$ cat src/rtl/ysyx_23060251_pkg.sv
// Shared types and constants for the ysyx_23060251 load/store unit.
// Used by lsu_axi and lsu_lane_align.
package ysyx_23060251_pkg;

    typedef enum logic [1:0] {
        AXI_RESP_OKAY   = 2'b00,
        AXI_RESP_EXOKAY = 2'b01,
        AXI_RESP_SLVERR = 2'b10,
        AXI_RESP_DECERR = 2'b11
    } axi_resp_t;

    typedef enum logic [1:0] {
        SIZE_BYTE   = 2'd0,
        SIZE_HALF   = 2'd1,
        SIZE_WORD   = 2'd2,
        SIZE_DOUBLE = 2'd3
    } lsu_size_e;

    typedef enum logic [6:0] {
        ST_IDLE    = 7'b0000001,
        ST_RD_ADDR = 7'b0000010,
        ST_RD_DATA = 7'b0000100,
        ST_WR_REQ  = 7'b0001000,
        ST_WR_RESP = 7'b0010000,
        ST_WB      = 7'b0100000,
        ST_FAULT   = 7'b1000000
    } lsu_state_e;

    localparam logic [1:0] CAUSE_LOAD_MISALIGN  = 2'd0;
    localparam logic [1:0] CAUSE_STORE_MISALIGN = 2'd1;
    localparam logic [1:0] CAUSE_LOAD_ACCESS    = 2'd2;
    localparam logic [1:0] CAUSE_STORE_ACCESS   = 2'd3;

    // Width of the byte offset within one XLEN-wide bus beat.
    function automatic int unsigned lsu_off_w(input int unsigned xlen);
        return $clog2(xlen / 8);
    endfunction

endpackage

$ cat src/rtl/lsu_lane_align.sv
// Byte-lane steering for the LSU: store data/strobe placement and
// load extraction with sign or zero extension.
module lsu_lane_align
    import ysyx_23060251_pkg::*;
#(
    parameter  int unsigned XLEN   = 32,
    localparam int unsigned STRB_W = XLEN / 8,
    localparam int unsigned OFF_W  = lsu_off_w(XLEN)
) (
    input  lsu_size_e         size_i,
    input  logic [OFF_W-1:0]  offset_i,
    input  logic              is_signed_i,
    input  logic [XLEN-1:0]   store_data_i,
    input  logic [XLEN-1:0]   load_buf_i,
    output logic [XLEN-1:0]   w_data_o,
    output logic [STRB_W-1:0] w_strb_o,
    output logic [XLEN-1:0]   load_data_o
);

    logic [STRB_W-1:0] size_mask;
    logic [XLEN-1:0]   shifted;
    logic [XLEN-1:0]   keep_mask;
    logic              sign_bit;
    logic [OFF_W+2:0]  bit_shift;

    assign bit_shift = {offset_i, 3'b000};
    assign w_data_o  = store_data_i << bit_shift;
    assign w_strb_o  = size_mask << offset_i;
    assign shifted   = load_buf_i >> bit_shift;

    always_comb begin
        size_mask = '0;
        case (size_i)
            SIZE_BYTE: size_mask = STRB_W'(8'h01);
            SIZE_HALF: size_mask = STRB_W'(8'h03);
            SIZE_WORD: size_mask = STRB_W'(8'h0F);
            default:   size_mask = STRB_W'(8'hFF);
        endcase
    end

    // Extension is done by masking so the same logic works for XLEN 32 and 64.
    always_comb begin
        keep_mask = '1;
        sign_bit  = 1'b0;
        case (size_i)
            SIZE_BYTE: begin
                keep_mask = XLEN'(64'hFF);
                sign_bit  = shifted[7];
            end
            SIZE_HALF: begin
                keep_mask = XLEN'(64'hFFFF);
                sign_bit  = shifted[15];
            end
            SIZE_WORD: begin
                keep_mask = XLEN'(64'hFFFF_FFFF);
                sign_bit  = shifted[31];
            end
            default: begin
                keep_mask = '1;
                sign_bit  = 1'b0;
            end
        endcase
        load_data_o = (shifted & keep_mask) | ((is_signed_i && sign_bit) ? ~keep_mask : '0);
    end

endmodule

$ cat src/rtl/lsu_axi.sv
// MEM-stage load/store unit: one AXI-Lite read or write per request.
// Optional R/B error reporting is enabled by YSYX_23060251_LSU_ACCESS_FAULT_EN.
module lsu_axi
    import ysyx_23060251_pkg::*;
#(
    parameter  int unsigned XLEN   = 32,
    parameter  int unsigned ADDR_W = 32,
    localparam int unsigned STRB_W = XLEN / 8
) (
    input  logic              clk_i,
    input  logic              rst_i,
    input  logic              M_valid_i,
    output logic              m_ready_o,
    input  logic              renMem_i,
    input  logic              wenMem_i,
    input  logic              wenReg_i,
    input  logic              wenCsr_i,
    input  logic              is_load_signed_i,
    input  logic [1:0]        size_i,
    input  logic [ADDR_W-1:0] addr_i,
    input  logic [XLEN-1:0]   wdata_i,
    output logic              wb_en_o,
    output logic [XLEN-1:0]   rdata_o,
    output logic              fault_o,
    output logic [1:0]        fault_cause_o,
    output logic              mst_ar_valid_o,
    output logic [ADDR_W-1:0] mst_ar_addr_o,
    input  logic              mst_ar_ready_i,
    input  logic              mst_r_valid_i,
    input  logic [XLEN-1:0]   mst_r_data_i,
    input  axi_resp_t         mst_r_resp_i,
    output logic              mst_r_ready_o,
    output logic              mst_aw_valid_o,
    output logic [ADDR_W-1:0] mst_aw_addr_o,
    input  logic              mst_aw_ready_i,
    output logic              mst_w_valid_o,
    output logic [XLEN-1:0]   mst_w_data_o,
    output logic [STRB_W-1:0] mst_w_strb_o,
    input  logic              mst_w_ready_i,
    input  logic              mst_b_valid_i,
    input  axi_resp_t         mst_b_resp_i,
    output logic              mst_b_ready_o
);

    localparam int unsigned OFF_W = lsu_off_w(XLEN);

    lsu_state_e        state_q, state_d;
    logic              aw_done_q, aw_done_d;
    logic              w_done_q, w_done_d;
    logic [XLEN-1:0]   load_buf_q, load_buf_d;
    logic              misaligned;
    logic              size_misaligned;
    logic [XLEN-1:0]   load_data;
    logic [OFF_W-1:0]  offset;

`ifdef YSYX_23060251_LSU_ACCESS_FAULT_EN
    logic rd_err_q, rd_err_d;
    logic r_err, b_err;
    assign r_err = (mst_r_resp_i == AXI_RESP_SLVERR) || (mst_r_resp_i == AXI_RESP_DECERR);
    assign b_err = (mst_b_resp_i == AXI_RESP_SLVERR) || (mst_b_resp_i == AXI_RESP_DECERR);
`else
    logic unused_resp;
    assign unused_resp = ^{mst_r_resp_i, mst_b_resp_i};
`endif

    assign offset        = addr_i[OFF_W-1:0];
    assign mst_ar_addr_o = {addr_i[ADDR_W-1:OFF_W], {OFF_W{1'b0}}};
    assign mst_aw_addr_o = {addr_i[ADDR_W-1:OFF_W], {OFF_W{1'b0}}};

    always_comb begin
        size_misaligned = 1'b0;
        case (size_i)
            2'd1:    size_misaligned = addr_i[0];
            2'd2:    size_misaligned = |addr_i[1:0];
            2'd3:    size_misaligned = |addr_i[2:0];
            default: size_misaligned = 1'b0;
        endcase
    end

    assign misaligned = (renMem_i | wenMem_i) & size_misaligned;

    lsu_lane_align #(.XLEN(XLEN)) u_lane_align (
        .size_i       (lsu_size_e'(size_i)),
        .offset_i     (offset),
        .is_signed_i  (is_load_signed_i),
        .store_data_i (wdata_i),
        .load_buf_i   (load_buf_q),
        .w_data_o     (mst_w_data_o),
        .w_strb_o     (mst_w_strb_o),
        .load_data_o  (load_data)
    );

    always_comb begin
        state_d        = state_q;
        aw_done_d      = aw_done_q;
        w_done_d       = w_done_q;
        load_buf_d     = load_buf_q;
        mst_ar_valid_o = 1'b0;
        mst_r_ready_o  = 1'b0;
        mst_aw_valid_o = 1'b0;
        mst_w_valid_o  = 1'b0;
        mst_b_ready_o  = 1'b0;
        m_ready_o      = 1'b0;
        wb_en_o        = 1'b0;
        fault_o        = 1'b0;
        fault_cause_o  = CAUSE_LOAD_MISALIGN;
        rdata_o        = '0;
`ifdef YSYX_23060251_LSU_ACCESS_FAULT_EN
        rd_err_d       = rd_err_q;
`endif
        case (state_q)
            ST_IDLE: begin
                aw_done_d = 1'b0;
                w_done_d  = 1'b0;
`ifdef YSYX_23060251_LSU_ACCESS_FAULT_EN
                rd_err_d  = 1'b0;
`endif
                if (M_valid_i) begin
                    if (misaligned)              state_d = ST_FAULT;
                    else if (renMem_i)           state_d = ST_RD_ADDR;
                    else if (wenMem_i)           state_d = ST_WR_REQ;
                    else if (wenReg_i | wenCsr_i) state_d = ST_WB;
                end
            end
            ST_RD_ADDR: begin
                mst_ar_valid_o = 1'b1;
                if (mst_ar_ready_i) state_d = ST_RD_DATA;
            end
            ST_RD_DATA: begin
                mst_r_ready_o = 1'b1;
                if (mst_r_valid_i) begin
                    load_buf_d = mst_r_data_i;
                    state_d    = ST_WB;
`ifdef YSYX_23060251_LSU_ACCESS_FAULT_EN
                    rd_err_d = r_err;
                    if (r_err) state_d = ST_FAULT;
`endif
                end
            end
            // AW and W are independent; each valid falls after its own handshake.
            ST_WR_REQ: begin
                mst_aw_valid_o = !aw_done_q;
                mst_w_valid_o  = !w_done_q;
                aw_done_d      = aw_done_q | mst_aw_ready_i;
                w_done_d       = w_done_q | mst_w_ready_i;
                if (aw_done_d && w_done_d) begin
                    state_d   = ST_WR_RESP;
                    aw_done_d = 1'b0;
                    w_done_d  = 1'b0;
                end
            end
            ST_WR_RESP: begin
                mst_b_ready_o = 1'b1;
                if (mst_b_valid_i) begin
                    m_ready_o = 1'b1;
                    state_d   = ST_IDLE;
`ifdef YSYX_23060251_LSU_ACCESS_FAULT_EN
                    if (b_err) begin
                        fault_o       = 1'b1;
                        fault_cause_o = CAUSE_STORE_ACCESS;
                    end
`endif
                end
            end
            ST_WB: begin
                wb_en_o   = 1'b1;
                m_ready_o = 1'b1;
                rdata_o   = renMem_i ? load_data : '0;
                state_d   = ST_IDLE;
            end
            ST_FAULT: begin
                m_ready_o     = 1'b1;
                fault_o       = 1'b1;
                fault_cause_o = wenMem_i ? CAUSE_STORE_MISALIGN : CAUSE_LOAD_MISALIGN;
`ifdef YSYX_23060251_LSU_ACCESS_FAULT_EN
                if (rd_err_q) fault_cause_o = CAUSE_LOAD_ACCESS;
`endif
                state_d = ST_IDLE;
            end
            default: state_d = ST_IDLE;
        endcase
    end

    always_ff @(posedge clk_i or negedge rst_i) begin
        if (!rst_i) begin
            state_q    <= ST_IDLE;
            aw_done_q  <= 1'b0;
            w_done_q   <= 1'b0;
            load_buf_q <= '0;
        end else begin
            state_q    <= state_d;
            aw_done_q  <= aw_done_d;
            w_done_q   <= w_done_d;
            load_buf_q <= load_buf_d;
        end
    end

`ifdef YSYX_23060251_LSU_ACCESS_FAULT_EN
    always_ff @(posedge clk_i or negedge rst_i) begin
        if (!rst_i) rd_err_q <= 1'b0;
        else        rd_err_q <= rd_err_d;
    end
`endif

endmodule

$ cat config.mk
export PLATFORM = sky130hd
export DESIGN_NAME = lsu_axi
export DESIGN_NICKNAME = d
export VERILOG_FILES = /design/src/rtl/ysyx_23060251_pkg.sv /design/src/rtl/lsu_lane_align.sv /design/src/rtl/lsu_axi.sv
export SDC_FILE = /design/constraint.sdc
export NUM_CORES = 1
export LEC_CHECK = 0
export CORE_UTILIZATION = 33
export CTS_BUF_LIST = sky130_fd_sc_hd__clkbuf_4
export CTS_CLUSTER_DIAMETER = 50
export DETAILED_ROUTE_END_ITERATION = 10
export PLACE_DENSITY = 0.79
export SLEW_MARGIN = 20
export SYNTH_ARGS = -nofsm -noshare
export SYNTH_HDL_FRONTEND = slang
export SYNTH_SLANG_ARGS = --single-unit
$ cat constraint.sdc
create_clock -name clk_i -period 1.7 [get_ports clk_i]
set_input_delay 0.34 -clock clk_i [delete_from_list [all_inputs] [get_ports clk_i]]
set_output_delay 0.34 -clock clk_i [all_outputs]
set_load 0.01 [all_outputs]
=== After elaboration in Yosys (flattened, before gate mapping) ===
Index checks and enable logic that the tools add are counted.

* Output and inout bits: 142
* Flip-flop bits (word level): 41
* Bits of input ports: 115
* Logic and storage cells: 74

* Muxes and demuxes: 32
* Equal/unequal tests: 16
* Bitwise logic cells: 8
* Shift operators: 3
* Reduce and logical (&&, ||, !) cells: 11

{| class="wikitable"
|+ Operator list
! cell !! count
|-
| two-way mux 32 bit || 3
|-
| case mux 32 bit (2 select lines) || 1
|-
| two-way mux 7 bit || 9
|-
| case mux 7 bit (5 select lines) || 1
|-
| bitwise AND 32 bit || 1
|-
| inverter 32 bit || 1
|-
| bitwise OR 32 bit || 1
|-
| left shift 32 x 5 -> 32 bit || 1
|-
| >> shifter 32 x 5 -> 32 bit || 1
|-
| two-way mux 1 bit || 12
|-
| != test 2 bit, second input constant || 5
|-
| case mux 4 bit (2 select lines) || 1
|-
| == test 7 x 1 -> 1 bit, second input constant || 1
|-
| == test 7 x 2 -> 1 bit, second input constant || 1
|-
| == test 7 x 3 -> 1 bit, second input constant || 1
|-
| == test 7 x 4 -> 1 bit, second input constant || 1
|-
| == test 7 x 5 -> 1 bit, second input constant || 1
|-
| == test 7 x 6 -> 1 bit, second input constant || 1
|-
| == test 7 bit, second input constant || 1
|-
| case mux 1 bit (2 select lines) || 3
|-
| case mux 1 bit (3 select lines) || 2
|-
| AND reduction 6 bit || 1
|-
| != test 5 bit, second input constant || 1
|-
| == test 2 bit, second input constant || 2
|-
| 11 further kinds || 17
|}

=== Logic depth before layout (Yosys ltp) ===
Gate-level depths: netlist (run 1).

* Depth after elaboration: 7
* Mapped depth: 7
* Depth with buffers taken out: 6

=== Hierarchy ===
From an unflattened synthesis (run 1), not the netlist that was laid out.

* Cell total of the unflattened synthesis: 440
* Area, all modules: 4012.6 sq um

{| class="wikitable"
|+ By module, submodules not included
! module !! sequential area each (sq um) !! area each (sq um) !! times used !! cells an instance
|-
| lsu_axi || 1027.2 || 2713.9 || 1 || 245
|-
| lsu_lane_align || 0.0 || 1298.7 || 1 || 195
|}

=== Worst setup path before layout (run 1) ===
Ideal clock, no wire load.

* Path type: reg2out
* From: reg state_q[2]
* To: out fault_cause_o[0]
* Data required time: 1.360 ns
* Path buffers: 0
* Arrival time: 1.585 ns
* Path slack: -0.225 ns
* Cell stages (with the launch flop): 5
* Cell sequence: dfrtp_1 > nor2_1 > nand2_1 > nor4b_1 > and2_1

* Word-level cells in the longest chain between the ends: 2

{| class="wikitable"
|+ RTL lines
! what !! RTL line !! text
|-
| from (decl) || lsu_axi.sv:47 || <nowiki>lsu_state_e state_q, state_d;</nowiki>
|-
| from (signal assigned) || lsu_axi.sv:191 || <nowiki>state_q <= state_d;</nowiki>
|-
| == test 7 bit || lsu_axi.sv:111 || <nowiki>case (state_q)</nowiki>
|-
| two-way mux 1 bit || lsu_axi.sv:111 ||
|-
| to (decl) || lsu_axi.sv:25 || <nowiki>output logic [1:0] fault_cause_o,</nowiki>
|}

Every way passes these cells.

=== Final worst setup path (run 1) ===
* From: reg state_q[6]
* To: out rdata_o[15]

* Word-level cells in the longest chain between the ends: 2

{| class="wikitable"
|+ RTL lines
! what !! RTL line !! text
|-
| == test 7 x 6 -> 1 bit || lsu_axi.sv:111 ||
|-
| two-way mux 32 bit || lsu_axi.sv:111 ||
|-
| to (decl) || lsu_axi.sv:23 || <nowiki>output logic [XLEN-1:0] rdata_o,</nowiki>
|}

Every way passes these cells.

==> flow_summary.yaml, run 1 <==
status:
  status: "finished with violations"
  violations: "negative setup slack"
route:
  drtIter0Drc: 322
  postRouteWirelength_mm: 16.6
  drc: 0
  wl_met1_mm: 6.16
  firstDrtPassIters: 5
  wl_met2_mm: 8.20
  met3_length_mm: 1.09
  antenna_left: 0
  wire_per_inst_um: 21.8
  dr.max_layer_used: "met4"
  viasPerCell: 5.50
  dr_total_vias: 4184
yosys:
  synth.avg_cell_area_um2: 9.16
  synth_top_family_by_area: "multiplexers"
  synth-compound-area-share: 0.170
  ys_warn_count: 0
  yosys.area_share.adder: 0
  synth_flop_cell: "dfrtp_1"
  synth.area.top_cells: "dfrtp_1, buf_4, mux2_4, mux2i_1, a211oi_1"
  synth_cell_type_count: 53
  synth-async-reset-ratio: 1.00
  syn_inst: 411
  synth_most_common_cell: "buf_4"
  synth_common_cells: "buf_4, dfrtp_1, nor2_1"
  synthMuxAreaShare: 0.220
  synth_edf_count: 0
  synth-simple-area-share: 0.163
  synth_area_mm2: 0.00377
  synth-seq-cells: 41
  synth_xor_area_frac: 0
  yosysTopAreaCell: "dfrtp_1"
  yosysSeqAreaShare: 0.273
  yosys.area.top_type_share: 0.266
die:
  initial_utilization: 0.343
  die_area_mm2: 0.0118
  die_h_um: 109
  die_w_um: 109
  num_io_pins: 257
  rows: 38
  core_area_mm2: 0.0110
placed_design:
  dp_hpwl_mm: 10.2
  place.gp.congestion: 0.923
  placed_area_mm2: 0.00566
  port_buffers: 160
global_route:
  grt_pass1_vias: 4066
  antenna_found_initial: 1
  track_usage: 0.241
  grt_start_max_net_pins: 42
  grt_first_pass_wirelength_mm: 21.8
  grt_overflow: 0
power_and_ir_drop:
  power_density_mw_per_mm2: 547
  p_seq_frac: 0.321
  pwr-share-clk: 0.151
  vdd_drop_max_mv: 0.432
  p_sw_uw: 1360
  p_int_uw: 2360
  p_leak_uw: 0.00329
  p_comb_frac: 0.527
  p_sw_frac: 0.366
clocking:
  clk_pin_slew_ns: 0.13
  cts_buffers: 5
  cts_root_buf: "clkbuf_4"
  htreeDepth: 2
  cts.sinks: 41
  worstSkewPairLatency_ns: 0.37
  cts_tree: "yes"
  clockBufferDepth: 2
critical_path:
  cp_cell_sequence: "nor4_4 -> buf_4 -> buf_6 -> nand2_4 -> or2_4 -> buf_6 -> nor2_2 -> buf_2"
  crit_path_top_delay_cell: "dfrtp_2"
  path_class: "register to output port"
  crit_top_cell: "buf_6"
  critPathCaptureType: "output port"
  cp.arrival_ns: 2.21
  critPathLaunchType: "register"
  path_max_fanout: 4
  slowest_delay_ns: 0.46
  worst_ep_required_time_ns: 1.36
cells_and_area:
  drive_gt1_frac: 0.548
  fin_area_mm2: 0.00680
  final_nets: 734
  fillers: 795
  area_growth_syn_to_layout_pct: 80.6
sta:
  period_needed_ns: 2.55
  hold_viol_final: 0
  maxSlewViolCount: 0
  slew-limit-headroom: 0.670
  grt_setup_unrepaired: "true"
  fmax_mhz: 392
  setup_tns_ns: -45.06
  layout_setup_ws_ns: -0.854
  setup_viol: 91
  clock_skew_ns: 0.0101
  tightest_slew_ns: 0.493
  period_share: 1.50
run:
  cap_violations: 0
worst_hold_path:
  hold_path.class: "input pin to async pin"
## through the flow
| step | power, uW | utilization | instances | hold WS [ns] | setup slack, ns |
|---|---|---|---|---|---|
| detailed placement | 2620 | 0.515 | 704 | 0.332 | -1.05 |
| floorplan | 2030 | - | 415 | 0.0444 | -0.103 |
| global route | 3860 | 0.619 | 761 | 0.483 | -0.895 |
| finish | 3720 | 0.619 | 761 | 0.459 | -0.854 |
| CTS | 3420 | 0.562 | 741 | 0.480 | -0.780 |
| global placement | 2590 | 0.515 | 704 | 0.331 | -1.03 |
## final cells by class
type | count | area [um2] | area share
tap | 140 | 175 | 0.0258
antenna | 1 | 2.50 | 0.000368
sequential | 41 | 1030 | 0.151
timing repair buffer | 288 | 2720 | 0.400
clock buffer | 8 | 60.1 | 0.00883
inverter | 7 | 28.8 | 0.00423
multi-input combinational | 276 | 2790 | 0.410
## kinds of logic after synthesis
| family | count (synthesis) |
|---|---|
| other cells | 1 |
| buf+inv | 98 |
| flops | 41 |
| compound gates | 93 |
| mux | 66 |
| simple gates | 112 |
## routing by layer
metal | GRT usage | vias to the layer above
li1 | - | 1821
met2 | 0.412 | 227
met5 | 0 | -
met1 | 0.282 | 2028
met3 | 0.0371 | 108
met4 | 0.154 | 0
## flip-flops by register name, summed over array words and instances (netlist names)
| register | cells |
|---|---|
| load_buf_q | 32 |
| state_q | 7 |
| aw_done_q | 1 |
| w_done_q | 1 |
## timing repair
item | 4_1_cts | 5_1_grt
endpoints found under the setup margin | 114 | 110
setup buffers | 25 | 22
gates resized for setup | 406 | 122
hold endpoints to repair | 40 | 0
hold buffers | 1 | 0
pin swaps | 23 | 27
cloned | 3 | 6
## path summary, 6_finish.rpt
kind                            depth (start not counted)  slack [ns]          start             end
worst max-delay path                                    8       -0.85     state_q[6]     rdata_o[15]
worst min-delay path                                    3        0.46          rst_i  load_buf_q[21]
worst max register to register                         10       -0.50     state_q[1]   load_buf_q[9]
worst min register to register                          1        0.52  load_buf_q[6]   load_buf_q[6]
max in group asynchronous                               3        0.97          rst_i      state_q[0]
min in group clk_i                                      1        0.52  load_buf_q[6]   load_buf_q[6]
## cells in the final DEF (no fill, tap or decap), types with 6 or more instances in the layout
| cell type | instances |
|---|---|
| a211oi_1 | 14 |
| a211oi_2 | 11 |
| a211oi_4 | 7 |
| a21o_1 | 9 |
| a21oi_1 | 6 |
| and2_1 | 9 |
| buf_12 | 9 |
| buf_2 | 49 |
| buf_4 | 73 |
| buf_6 | 49 |
| buf_8 | 7 |
| clkbuf_4 | 8 |
| clkdlybuf4s50_1 | 71 |
| dfrtp_1 | 39 |
| dlygate4sd2_1 | 14 |
| mux2_4 | 30 |
| mux2i_1 | 25 |
| nand2_1 | 9 |
| nor2_1 | 23 |
| nor2_2 | 8 |
| nor2_4 | 8 |
| nor2b_1 | 12 |
| o21ai_2 | 13 |
## power groups by stage
stage	Sequential, uW	Clock, uW	Combinational [uW]
after floorplan	1200	0	834
after global routing	1210	596	2060
final	1200	562	1960
after global placement	1200	0	1390
after detailed placement	1200	0	1410
after CTS	1190	551	1680
## critical path: cells and delay by family, from the launching register on
family,cells,cell delay [ns]
buffers and inverters,4,0.57
DFF,1,0.46
and+or+nand+nor,4,0.80
Note: power is estimated with default switching activity, not from simulation.
==> run 2: changes to the inputs <==
Settings changed: CAP_MARGIN from default to 20.
==> results of run 2 <==
The final DEF is identical to that of run 1; final timing and power are the same.
==> run 3: changes to the inputs <==
Settings changed: ABC_CLOCK_PERIOD_IN_PS from default to 1700.
==> results of run 3 <==
The final DEF is identical to that of run 1; final timing and power are the same.
